==> src/rtl/pkt_replay_pkg.sv <==
// Shared types and packet field map for the packet replay engine.
// Field offsets describe the response packet decode.
package pkt_replay_pkg;

  typedef logic [2:0] state_t;

  localparam state_t IDLE  = 3'd0;
  localparam state_t SEND  = 3'd1;
  localparam state_t GAP   = 3'd2;
  localparam state_t DRAIN = 3'd3;
  localparam state_t DONE  = 3'd4;

  localparam int TS_BIT           = 0;
  localparam int SPIKE_BIT        = 4;
  localparam int NODE_LSB         = 5;
  localparam int NODE_W           = 2;
  localparam int RES_LSB          = 16;
  localparam int RES_W            = 17;
  localparam int MIN_PACKET_WIDTH = 33;

endpackage

==> src/rtl/pkt_replay_engine_table.sv <==
// Packet table: DEPTH x PW register array,
// one write port, combinational read port.
module pkt_table #(
  parameter int PW    = 33,
  parameter int DEPTH = 32,
  parameter int AW    = $clog2(DEPTH)
) (
  input  logic          clk,
  input  logic          we,
  input  logic [AW-1:0] waddr,
  input  logic [PW-1:0] wdata,
  input  logic [AW-1:0] raddr,
  output logic [PW-1:0] rdata
);

  logic [PW-1:0] mem_q [DEPTH];

  // Table storage; contents are not reset.
  always_ff @(posedge clk) begin
    if (we) mem_q[waddr] <= wdata;
  end

  assign rdata = mem_q[raddr];

endmodule

==> src/rtl/pkt_replay_engine.sv <==
// Packet replay engine: replays a packet table over valid/ready
// and sinks/decodes responses. Option: PKT_REPLAY_CHECKSUM_EN.
module pkt_replay_engine
  import pkt_replay_pkg::*;
#(
  parameter int PACKET_WIDTH = 33,
  parameter int DEPTH        = 32,
  parameter int GAP_W        = 8,
  parameter int CNT_W        = 16,
  parameter int TIMEOUT      = 1024,
  parameter int PW           = PACKET_WIDTH,
  parameter int AW           = $clog2(DEPTH)
) (
  input  logic               clk,
  input  logic               rst,
  input  logic               cfg_we,
  input  logic [AW-1:0]      cfg_addr,
  input  logic [PW-1:0]      cfg_wdata,
  input  logic               start,
  input  logic               abort,
  input  logic [AW:0]        num_pkts,
  input  logic [GAP_W-1:0]   gap,
  input  logic               loop_en,
  output logic               out_valid,
  input  logic               out_ready,
  output logic [PW-1:0]      out_data,
  input  logic               in_valid,
  output logic               in_ready,
  input  logic [PW-1:0]      in_data,
  output logic               busy,
  output logic               done,
  output logic               timeout,
  output logic [CNT_W-1:0]   sent_cnt,
  output logic [CNT_W-1:0]   rcvd_cnt,
  output logic               rx_timestep,
  output logic               rx_spike,
  output logic [NODE_W-1:0]  rx_node,
`ifdef PKT_REPLAY_CHECKSUM_EN
  output logic [RES_W-1:0]   rx_residue,
  output logic [PW-1:0]      tx_csum,
  output logic [PW-1:0]      rx_csum
`else
  output logic [RES_W-1:0]   rx_residue
`endif
);

  localparam int TW = $clog2(TIMEOUT + 1);

  state_t             state_q, state_d;
  logic [AW-1:0]      idx_q, idx_d;
  logic [AW:0]        num_q, num_d;
  logic [GAP_W-1:0]   gap_q, gap_d;
  logic [GAP_W-1:0]   gcnt_q, gcnt_d;
  logic               loop_q, loop_d;
  logic [TW-1:0]      to_q, to_d;
  logic               tmo_q, tmo_d;
  logic [CNT_W-1:0]   sent_q, sent_d;
  logic [CNT_W-1:0]   rcvd_q, rcvd_d;
  logic               rdy_q, rdy_d;
  logic               ts_q, ts_d;
  logic               spk_q, spk_d;
  logic [NODE_W-1:0]  node_q, node_d;
  logic [RES_W-1:0]   res_q, res_d;
  logic [PW-1:0]      rdata;
  logic               out_fire;
  logic               in_fire;
  logic               last;
  logic               tbl_we;
  logic               unused_in;

  assign tbl_we   = cfg_we && (state_q == IDLE);
  assign out_fire = out_valid && out_ready;
  assign in_fire  = in_valid && rdy_q;
  assign last     = ({1'b0, idx_q} == (num_q - 1'b1));

  pkt_table #(
    .PW    (PW),
    .DEPTH (DEPTH),
    .AW    (AW)
  ) u_table (
    .clk   (clk),
    .we    (tbl_we),
    .waddr (cfg_addr),
    .wdata (cfg_wdata),
    .raddr (idx_q),
    .rdata (rdata)
  );

  // Replay FSM, sink decode and saturating counters.
  always_comb begin
    state_d = state_q;
    idx_d   = idx_q;
    num_d   = num_q;
    gap_d   = gap_q;
    gcnt_d  = gcnt_q;
    loop_d  = loop_q;
    to_d    = to_q;
    tmo_d   = tmo_q;
    sent_d  = sent_q;
    rcvd_d  = rcvd_q;
    rdy_d   = 1'b1;
    ts_d    = ts_q;
    spk_d   = spk_q;
    node_d  = node_q;
    res_d   = res_q;

    if (in_fire) begin
      rcvd_d = (&rcvd_q) ? rcvd_q : rcvd_q + 1'b1;
      ts_d   = in_data[TS_BIT];
      spk_d  = in_data[SPIKE_BIT];
      node_d = in_data[NODE_LSB +: NODE_W];
      res_d  = in_data[RES_LSB +: RES_W];
    end

    unique case (state_q)
      IDLE: begin
        if (start) begin
          num_d   = num_pkts;
          gap_d   = gap;
          loop_d  = loop_en;
          idx_d   = '0;
          sent_d  = '0;
          rcvd_d  = '0;
          tmo_d   = 1'b0;
          state_d = (num_pkts != '0) ? SEND : DONE;
        end
      end
      SEND: begin
        if (out_fire) begin
          sent_d = (&sent_q) ? sent_q : sent_q + 1'b1;
          if (last && !loop_q) begin
            state_d = DRAIN;
            to_d    = '0;
          end else begin
            idx_d = last ? '0 : idx_q + 1'b1;
            if (gap_q != '0) begin
              state_d = GAP;
              gcnt_d  = gap_q;
            end
          end
          if (abort) state_d = DONE;
        end else if (abort) begin
          state_d = DONE;
        end
      end
      GAP: begin
        if (abort) begin
          state_d = DONE;
        end else if (gcnt_q <= 1) begin
          state_d = SEND;
        end else begin
          gcnt_d = gcnt_q - 1'b1;
        end
      end
      DRAIN: begin
        if (rcvd_q >= sent_q) begin
          state_d = DONE;
        end else if (in_fire) begin
          to_d = '0;
        end else if (to_q == TW'(TIMEOUT - 1)) begin
          state_d = DONE;
          tmo_d   = 1'b1;
        end else begin
          to_d = to_q + 1'b1;
        end
      end
      DONE:    state_d = IDLE;
      default: state_d = IDLE;
    endcase
  end

  // State and datapath registers.
  always_ff @(posedge clk or posedge rst) begin
    if (rst) begin
      state_q <= IDLE;
      idx_q   <= '0;
      num_q   <= '0;
      gap_q   <= '0;
      gcnt_q  <= '0;
      loop_q  <= 1'b0;
      to_q    <= '0;
      tmo_q   <= 1'b0;
      sent_q  <= '0;
      rcvd_q  <= '0;
      rdy_q   <= 1'b0;
      ts_q    <= 1'b0;
      spk_q   <= 1'b0;
      node_q  <= '0;
      res_q   <= '0;
    end else begin
      state_q <= state_d;
      idx_q   <= idx_d;
      num_q   <= num_d;
      gap_q   <= gap_d;
      gcnt_q  <= gcnt_d;
      loop_q  <= loop_d;
      to_q    <= to_d;
      tmo_q   <= tmo_d;
      sent_q  <= sent_d;
      rcvd_q  <= rcvd_d;
      rdy_q   <= rdy_d;
      ts_q    <= ts_d;
      spk_q   <= spk_d;
      node_q  <= node_d;
      res_q   <= res_d;
    end
  end

`ifdef PKT_REPLAY_CHECKSUM_EN
  logic [PW-1:0] txc_q, txc_d;
  logic [PW-1:0] rxc_q, rxc_d;

  // Running XOR of sent and received packets.
  always_comb begin
    txc_d = txc_q;
    rxc_d = rxc_q;
    if (out_fire) txc_d = txc_q ^ out_data;
    if (in_fire)  rxc_d = rxc_q ^ in_data;
    if (state_q == IDLE && start) begin
      txc_d = '0;
      rxc_d = '0;
    end
  end

  // Checksum registers.
  always_ff @(posedge clk or posedge rst) begin
    if (rst) begin
      txc_q <= '0;
      rxc_q <= '0;
    end else begin
      txc_q <= txc_d;
      rxc_q <= rxc_d;
    end
  end

  assign tx_csum = txc_q;
  assign rx_csum = rxc_q;
`endif

  assign unused_in   = ^in_data;
  assign out_valid   = (state_q == SEND);
  assign out_data    = out_valid ? rdata : '0;
  assign in_ready    = rdy_q;
  assign busy        = (state_q != IDLE);
  assign done        = (state_q == DONE);
  assign timeout     = tmo_q;
  assign sent_cnt    = sent_q;
  assign rcvd_cnt    = rcvd_q;
  assign rx_timestep = ts_q;
  assign rx_spike    = spk_q;
  assign rx_node     = node_q;
  assign rx_residue  = res_q;

endmodule

==> config.mk <==
export PLATFORM = sky130hd
export DESIGN_NAME = pkt_replay_engine
export DESIGN_NICKNAME = d
export VERILOG_FILES = /design/src/rtl/pkt_replay_pkg.sv /design/src/rtl/pkt_replay_engine_table.sv /design/src/rtl/pkt_replay_engine.sv
export SDC_FILE = /design/constraint.sdc
export NUM_CORES = 1
export LEC_CHECK = 0
export CAP_MARGIN = 20
export CORE_MARGIN = 10
export CORE_UTILIZATION = 55
export CTS_CLUSTER_SIZE = 14
export DETAILED_ROUTE_END_ITERATION = 10
export PLACE_DENSITY = 0.79
export SYNTH_ARGS = -nofsm -noshare
export SYNTH_HDL_FRONTEND = slang
export SYNTH_HIERARCHICAL = 1
export SYNTH_SLANG_ARGS = --single-unit
==> constraint.sdc <==
create_clock -name clk -period 8.45 [get_ports clk]
set_clock_uncertainty 0.1 [all_clocks]
set_input_delay 1.2675 -clock clk [delete_from_list [all_inputs] [get_ports clk]]
set_output_delay 1.2675 -clock clk [all_outputs]
set_load 0.005 [all_outputs]
==> results.md, run 1 <==
- Status: finished clean
- Worst path slowest cell: dfrtp_4
- Syn Inst Count: 2900
- Worst skew pair latency: 700 ps
- Highest-count cells in the layout ignoring fill and taps: edfxtp_1 (1056), mux2i_1 (530), clkdlybuf4s50_1 (171)
- Worst reg2reg startpoint: state_q[1]
- # clock sinks: 1153
- Final Slew Violations: 0
- Hold_sp: rx_residue[8]
- Actual slew at the worst max-slew pin: 1160 ps
- Reg-to-reg endpoint: u_table/mem_q[3][21]
- Initial antenna violation count: 5
- Busiest grt layer: met2
- DR iter-0 viols: 2967
- Filler instances: 5665
- Post-synthesis sequential area ratio: 72.9%
- Global Route met1 Usage: 29.9%
- Final period util: 68.2%
- Via Count: 26900
- Gr ovfl total: 0
- Synth async-reset ratio: 8.41%
- Synth Area in Compound Gates: 6.04%
- Post-Layout Cell Count: 4302
- R2R cell count: 5
- Cell chain of the critical path: buf_4 > mux2i_1 > a22o_1 > nor3_1 > a31oi_1 > nand3_1 > and2_1 > clkdlybuf4s50_1
- Simple-gate share of the synthesized area: 5.61%
- MaxCap Viol Count: 0
- Total negative slack: 0 ps
- CP Max Fanout: 64
- Hold_buf cts: 0
- Cts repair resizes: 0
- Die X: 312 um
- WHS Path Cells: 1
- Final count of hold timing violations: 0
- All-Layer GR Usage: 22.4%
- # rows: 106
- Total core area: 0.0840 mm^2
- ANT nets after route: 0
- Gpl congestion: 0.826
- Largest family of logic cells by synthesized area: multiplexers
- Area Growth Syn to Fin: 13.5%
- HPWL Detailed: 58.2 mm
- DRC viols: 0
- Largest net degree at the start of global routing: 133
- Starting density of the core: 55.8%
- Synth Area in Adders: 0.615%
- Share of layout cells above drive strength 1: 8.94%
- Post-route minimum period: 5770 ps
- Die ar.: 0.0972 mm^2
- Crit Path Class: reg2out
- Bufs on Longest Clock Path: 3
- Final setup viols: 0
- Multiplexer area fraction after synthesis: 11.9%
- Post-synthesis xor/xnor area fraction: 0.580%
- Peak VDD IR: 0.345 mV
- Power density over the cells: 281 mW/mm^2
- Relative slew slack: 22.5%
- Post-CTS setup buffers: 0
- Fmax achieved: 173 MHz
- Type of destination of the critical path: output pin
- Crit start category: flop
- Num ports: 184
- Num CTS Buffers: 109
- Drt pass-1 iters: 6
- Number of flops mapped to enable cells by yosys: 1056
- Post-Syn Area: 0.0468 mm^2
- Leakage: 17.6 nW
- Detailed Route WL: 113 mm
- Buf+Inv Stages, Crit Path: 2
- Die H: 312 um
- Final nets: 3195
- Synthesized area per cell: 16.1 um^2
- Reg2Reg Setup Slack: 4560 ps
- Dominant synthesized flop cell: edfxtp_1
- CTS clk-pin slew, worst paths: 60 ps
- Drt wl/cell: 26.2 um
- Synthesized Nets: 3016
- Global routing met3 resource utilization: 3.86%
- Arr. time, crit path: 4400 ps
- Vias in the first global route: 26800
- Most common cell after layout, fill and taps aside: edfxtp_1
- Unrepaired setup endpoints after global routing: false
- IO buf count: 171
- Htree depth: 3
- Crit path max-delay family: buffers and inverters
- CTS tree: built
- Average via count per standard cell: 6.26
- Dpl cells: 4101
- Clock Tree Root: clkbuf_16
- Post-synth cell types: 77
- Met2 global-route usage: 36.8%
- Req. time, crit path: 7080 ps
- Ys Warns: 6
- Largest stage delay on the critical path: 1190 ps
- Hold Crit Endpoint: rx_residue[8]
- Min-delay worst type: reg2reg
- First-pass GRT wire length: 167 mm
- Register bit total from synthesis: 1153
## area by class of cell
class | count | area (um^2) | area share (%)
flip-flops and latches | 1153 | 34100 | 64.2
multi-input cells | 1556 | 11900 | 22.3
clock buffers | 141 | 2850 | 5.36
repair buffers | 225 | 2200 | 4.13
well taps | 1134 | 1420 | 2.67
clock inverters | 58 | 557 | 1.05
inverters | 34 | 131 | 0.247
diodes | 1 | 2.50 | 0.00471
## where the power goes
part	switching (W)	internal [W]
Clock	0.00205	0.00260
Sequential	0.000193	0.00639
Combinational	0.00217	0.00152
Total	0.00441	0.0105
## through the flow
stage	power, W	utilization (%)	worst slack (ps)	instance area, um^2	hold slack [ps]
finish	0.0149	63.3	2680	53100	405
CTS	0.0149	63.3	2700	53100	401
floorplan	0.00922	-	4470	46800	360
detailed placement	0.0103	59.2	3440	49700	385
global route	0.0155	63.3	2530	53100	417
global placement	0.0102	59.2	3480	49700	388
## cells by family (layout without fill, tap and decap cells)
family,after synthesis,count (layout)
XOR/XNOR,31,31
AO/OA/AOI/OAI,408,408
buffers and inverters,191,458
multiplexers,553,553
adder cells (fa/ha/maj),23,23
flip-flops,1153,1153
other,1,2
AND/OR/NAND/NOR,540,540
## per-layer routing
metal | wire [um] | up-vias | part of all wire (%)
met5 | 41 | - | 0.036
li1 | - | 11700 | -
met3 | 10800 | 276 | 9.5
met2 | 54700 | 1407 | 48
met4 | 3750 | 4 | 3.3
met1 | 43700 | 13600 | 39
## flip-flops by register name, indices dropped and copies added (netlist names), 2 cells and up
register and cells:
to_q 11, gcnt_q 8, sent_cnt 16, rx_node 2, num_q 6, gap_q 8, rcvd_cnt 16, rx_residue 17
u_table/mem_q 1056, idx_q 5, state_q 3
## synthesized netlist by cell type, drive strengths merged, types with 4 or more instances
| cell | instances | area share, % |
|---|---|---|
| nand3b | 8 | 0.13 |
| mux2i | 530 | 11 |
| a2111oi | 10 | 0.25 |
| nand2 | 163 | 1.3 |
| buf | 101 | 1.6 |
| a21oi | 121 | 1.3 |
| or3b | 4 | 0.075 |
| and2 | 42 | 0.57 |
| edfxtp | 1056 | 68 |
| clkbuf | 56 | 0.47 |
| nand3 | 127 | 1.4 |
| o2bb2ai | 5 | 0.094 |
| xnor2 | 22 | 0.41 |
| o21ai | 22 | 0.27 |
| inv | 33 | 0.26 |
| or4 | 4 | 0.064 |
| nor3 | 45 | 0.48 |
| or3 | 6 | 0.080 |
| or2 | 5 | 0.067 |
| o22ai | 10 | 0.13 |
| nor2b | 4 | 0.059 |
| ha | 23 | 0.61 |
| a22o | 68 | 1.3 |
| and3 | 9 | 0.12 |
| nand4 | 13 | 0.21 |
| o31ai | 4 | 0.064 |
| a31oi | 36 | 0.48 |
| a211oi | 5 | 0.091 |
| xor2 | 9 | 0.17 |
| a22oi | 105 | 1.7 |
| and4 | 4 | 0.083 |
| dfrtp | 97 | 5.2 |
| mux2 | 23 | 0.55 |
| o21bai | 4 | 0.064 |
| nor2 | 87 | 0.70 |
| nor4 | 5 | 0.067 |
| nand2b | 5 | 0.067 |
## worst reg2reg max path: cells and delay by family (launching register included)
kind                   cells  cell delay [ps]
DFF                        1              470
and+or+nand+nor            4             2400
buffers and inverters      1              520
## how the worst max path moves through the flow
| stage | from | to | slack, ps | cells after the start |
|---|---|---|---|---|
| 6_report | idx_q[0] | out_data[31] | 2680 | 8 |
| 3_5_place_dp | idx_q[0] | out_data[31] | 3440 | 8 |
| 2_1_floorplan | cfg_we | u_table/mem_q[12][0] | 4470 | 4 |
| 4_1_cts | idx_q[0] | out_data[31] | 2700 | 8 |
| 3_3_place_gp | idx_q[0] | out_data[31] | 3480 | 8 |
| 5_1_grt | idx_q[0] | out_data[31] | 2530 | 8 |
Note: power is estimated with default switching activity, not from simulation.
==> run 2: changes to the inputs <==
- clock period: 8.45 -> 5.7 ns (I/O delays scaled with it)
==> run 2 against run 1 <==
Compared with the run above: global-route usage increased by 0.76 points; cell count is 0.67% higher; wire length rose by 2.3%; via count rose by 0.57%; sequential power up 48%; critical path depth is the same; non-clock buffer count grew 25; highest routed layer unchanged; final area rose by 0.77%.
==> results.md, run 2 (synthesis gave the netlist of run 1 again) <==
- Status: finished clean
- Crit Path Class: reg2out
- Largest net degree at the start of global routing: 80 (-40%)
- Gpl congestion: 0.855 (+3.5%)
- Most common cell after layout, fill and taps aside: edfxtp_1
- Vias in the first global route: 27400 (+2.0%)
- Relative slew slack: 27.6% (+5.1 points)
- Highest-count cells in the layout ignoring fill and taps: edfxtp_1 (1056), mux2i_1 (530), clkdlybuf4s50_1 (171)
- Area Growth Syn to Fin: 14.4%
- All-Layer GR Usage: 23.1% (+0.76 points)
- Largest stage delay on the critical path: 800 ps (-390 ps)
- Post-CTS setup buffers: 0 (unchanged)
- Average via count per standard cell: 6.25 (-0.10%)
- Clock Tree Root: clkbuf_16
- Cell Area, Placed: 0.0500 mm^2 (+0.66%)
- NetSw: 0.00667 W (+51%)
- Cell chain of the critical path: buf_4 > buf_4 > mux2i_1 > a22oi_1 > nand3_1 > nand3_1 > and2_1 > clkdlybuf4s50_1
- First-pass GRT wire length: 173 mm (+3.3%)
- CTS clk-pin slew, worst paths: 60 ps (about the same)
- Total negative slack: 0 ps (unchanged)
- Design Power: 0.0225 W (+51%)
- Drt wl/cell: 26.7 um (+1.6%)
- Die H: 312 um (unchanged)
- Bufs on Longest Clock Path: 3 (unchanged)
- Die ar.: 0.0972 mm^2 (unchanged)
- Final setup viols: 0 (unchanged)
- WHS Path Cells: 1 (unchanged)
- Clock power share: 31.3% (+0.2 points)
- Worst path slowest cell: dfrtp_4
- Min-delay worst type: reg2reg
- Req. time, crit path: 4740 ps (-2340 ps)
- Worst skew pair latency: 670 ps (-30 ps)
- Type of destination of the critical path: output pin
- R2R cell count: 5 (unchanged)
- Detailed Route WL: 115 mm (+2.3%)
- ANT nets after route: 0 (unchanged)
- Crit start category: flop
- Internal: 0.0158 W (+51%)
- Leakage: 17.8 nW (+1.2%)
- IO buf count: 171 (unchanged)
- Hold_buf cts: 0 (unchanged)
- Drt pass-1 iters: 5 (-1)
- Arr. time, crit path: 3860 ps (-540 ps)
- Final Slew Violations: 0 (unchanged)
- Biggest register: u_table/mem_q
- Power density over the cells: 420 mW/mm^2 (+50%)
- CTS tree: built
- Peak VDD IR: 0.366 mV (+6.0%)
- Die X: 312 um (unchanged)
- CP Max Fanout: 31 (-52%)
- MaxCap Viol Count: 0 (unchanged)
- Cts repair resizes: 0 (unchanged)
- Total core area: 0.0840 mm^2 (unchanged)
- Post-route minimum period: 4820 ps
- Unrepaired setup endpoints after global routing: false
- Final period util: 84.5%
- Via Count: 27100 (+0.57%)
- # rows: 106 (unchanged)
- Initial antenna violation count: 4 (-1)
- Share of layout cells above drive strength 1: 9.99% (+1.1 points)
- Final nets: 3220 (+0.78%)
- Sequential share of power: 43.2% (-0.9 points)
- HPWL Detailed: 63.9 mm (+9.9%)
- Reg2Reg Setup Slack: 1870 ps (-2690 ps)
- Fmax achieved: 208 MHz
- Htree depth: 3 (unchanged)
- # clock sinks: 1153 (unchanged)
- Gr ovfl total: 0 (unchanged)
- Starting density of the core: 55.8% (unchanged)
- Actual slew at the worst max-slew pin: 1080 ps (-80.2 ps)
- Num CTS Buffers: 109 (unchanged)
- Final count of hold timing violations: 0 (unchanged)
- Final instance area: 0.0536 mm^2 (+0.77%)
- Num ports: 184 (unchanged)
- Net switching fraction of the power: 29.6% (+0.074 points)
- Largest register FFs: 1056 (unchanged)
- DRC viols: 0 (unchanged)
- Gate power share: 25.4% (+0.7 points)
- DR iter-0 viols: 3131 (+5.5%)
-- run 2: changes by cell type in the layout (fill, tap and decap cells not counted), moves of 2 or more --
cell       previous run  this run
clkinv_2             11        16
clkbuf_1             32        28
clkbuf_8              0         2
inv_6                 0         4
clkinv_1             30        23
diode_2               1         5
clkinv_16             2         0
inv_16                3         0
buf_12                5        17
bufinv_16             7        10
buf_4                48        60
-- run 2: worst paths after layout --
kind	from	end
worst min register to register	rx_residue[0]	rx_residue[0]
worst max register to register	state_q[2]	u_table/mem_q[15][28]
min in group asynchronous	rst	rx_residue[2]
max in group asynchronous	rst	sent_cnt[7]
worst min-delay path	rx_residue[0]	rx_residue[0]
worst max-delay path	idx_q[0]	out_data[24]
-- run 2: metrics by stage --
stage	cells	utilization [%]	setup WS, ps	hold slack [ps]
floorplan	2900	-	2130	360
global placement	4125	59.6	1570	388
detailed placement	4125	59.6	1430	395
CTS	4324	63.7	871	408
global route	4329	63.8	690	421
finish	4331	63.8	883	404
-- run 2: layout make-up --
| class | instances | area, um^2 |
|---|---|---|
| Sequential cell | 1153 | 34100 |
| Clock buffer | 140 | 2890 |
| Clock inverter | 59 | 568 |
| Multi-Input combinational cell | 1556 | 11900 |
| Timing Repair Buffer | 250 | 2540 |
| Inverter | 34 | 131 |
| Antenna cell | 5 | 12.5 |
| Fill cell | 5587 | 30400 |
| Tap cell | 1134 | 1420 |
-- run 2: power groups by stage --
| stage | registers, W | logic [W] | clock network, W |
|---|---|---|---|
| floorplan | 0.00977 | 0.00390 | 0 |
| global placement | 0.00986 | 0.00547 | 0 |
| detailed placement | 0.00989 | 0.00563 | 0 |
| CTS | 0.00972 | 0.00567 | 0.00712 |
| global route | 0.00975 | 0.00605 | 0.00746 |
| finish | 0.00972 | 0.00572 | 0.00705 |
-- run 2: metal layers --
metal	GRT usage (%)	vias up	part of all wire, %
met5	0	-	0.011
met1	30.8	13700	39
met3	4.77	286	9.7
met4	8.20	2	3.5
li1	-	11700	-
met2	37.5	1455	48
-- run 2: worst max-delay path, delay by kind of cell (launching register included) --
kind            cells  cell delay [ps]
buf+inv             3             1570
flops               1              800
simple gates        3              400
mux                 1              270
compound gates      1               90
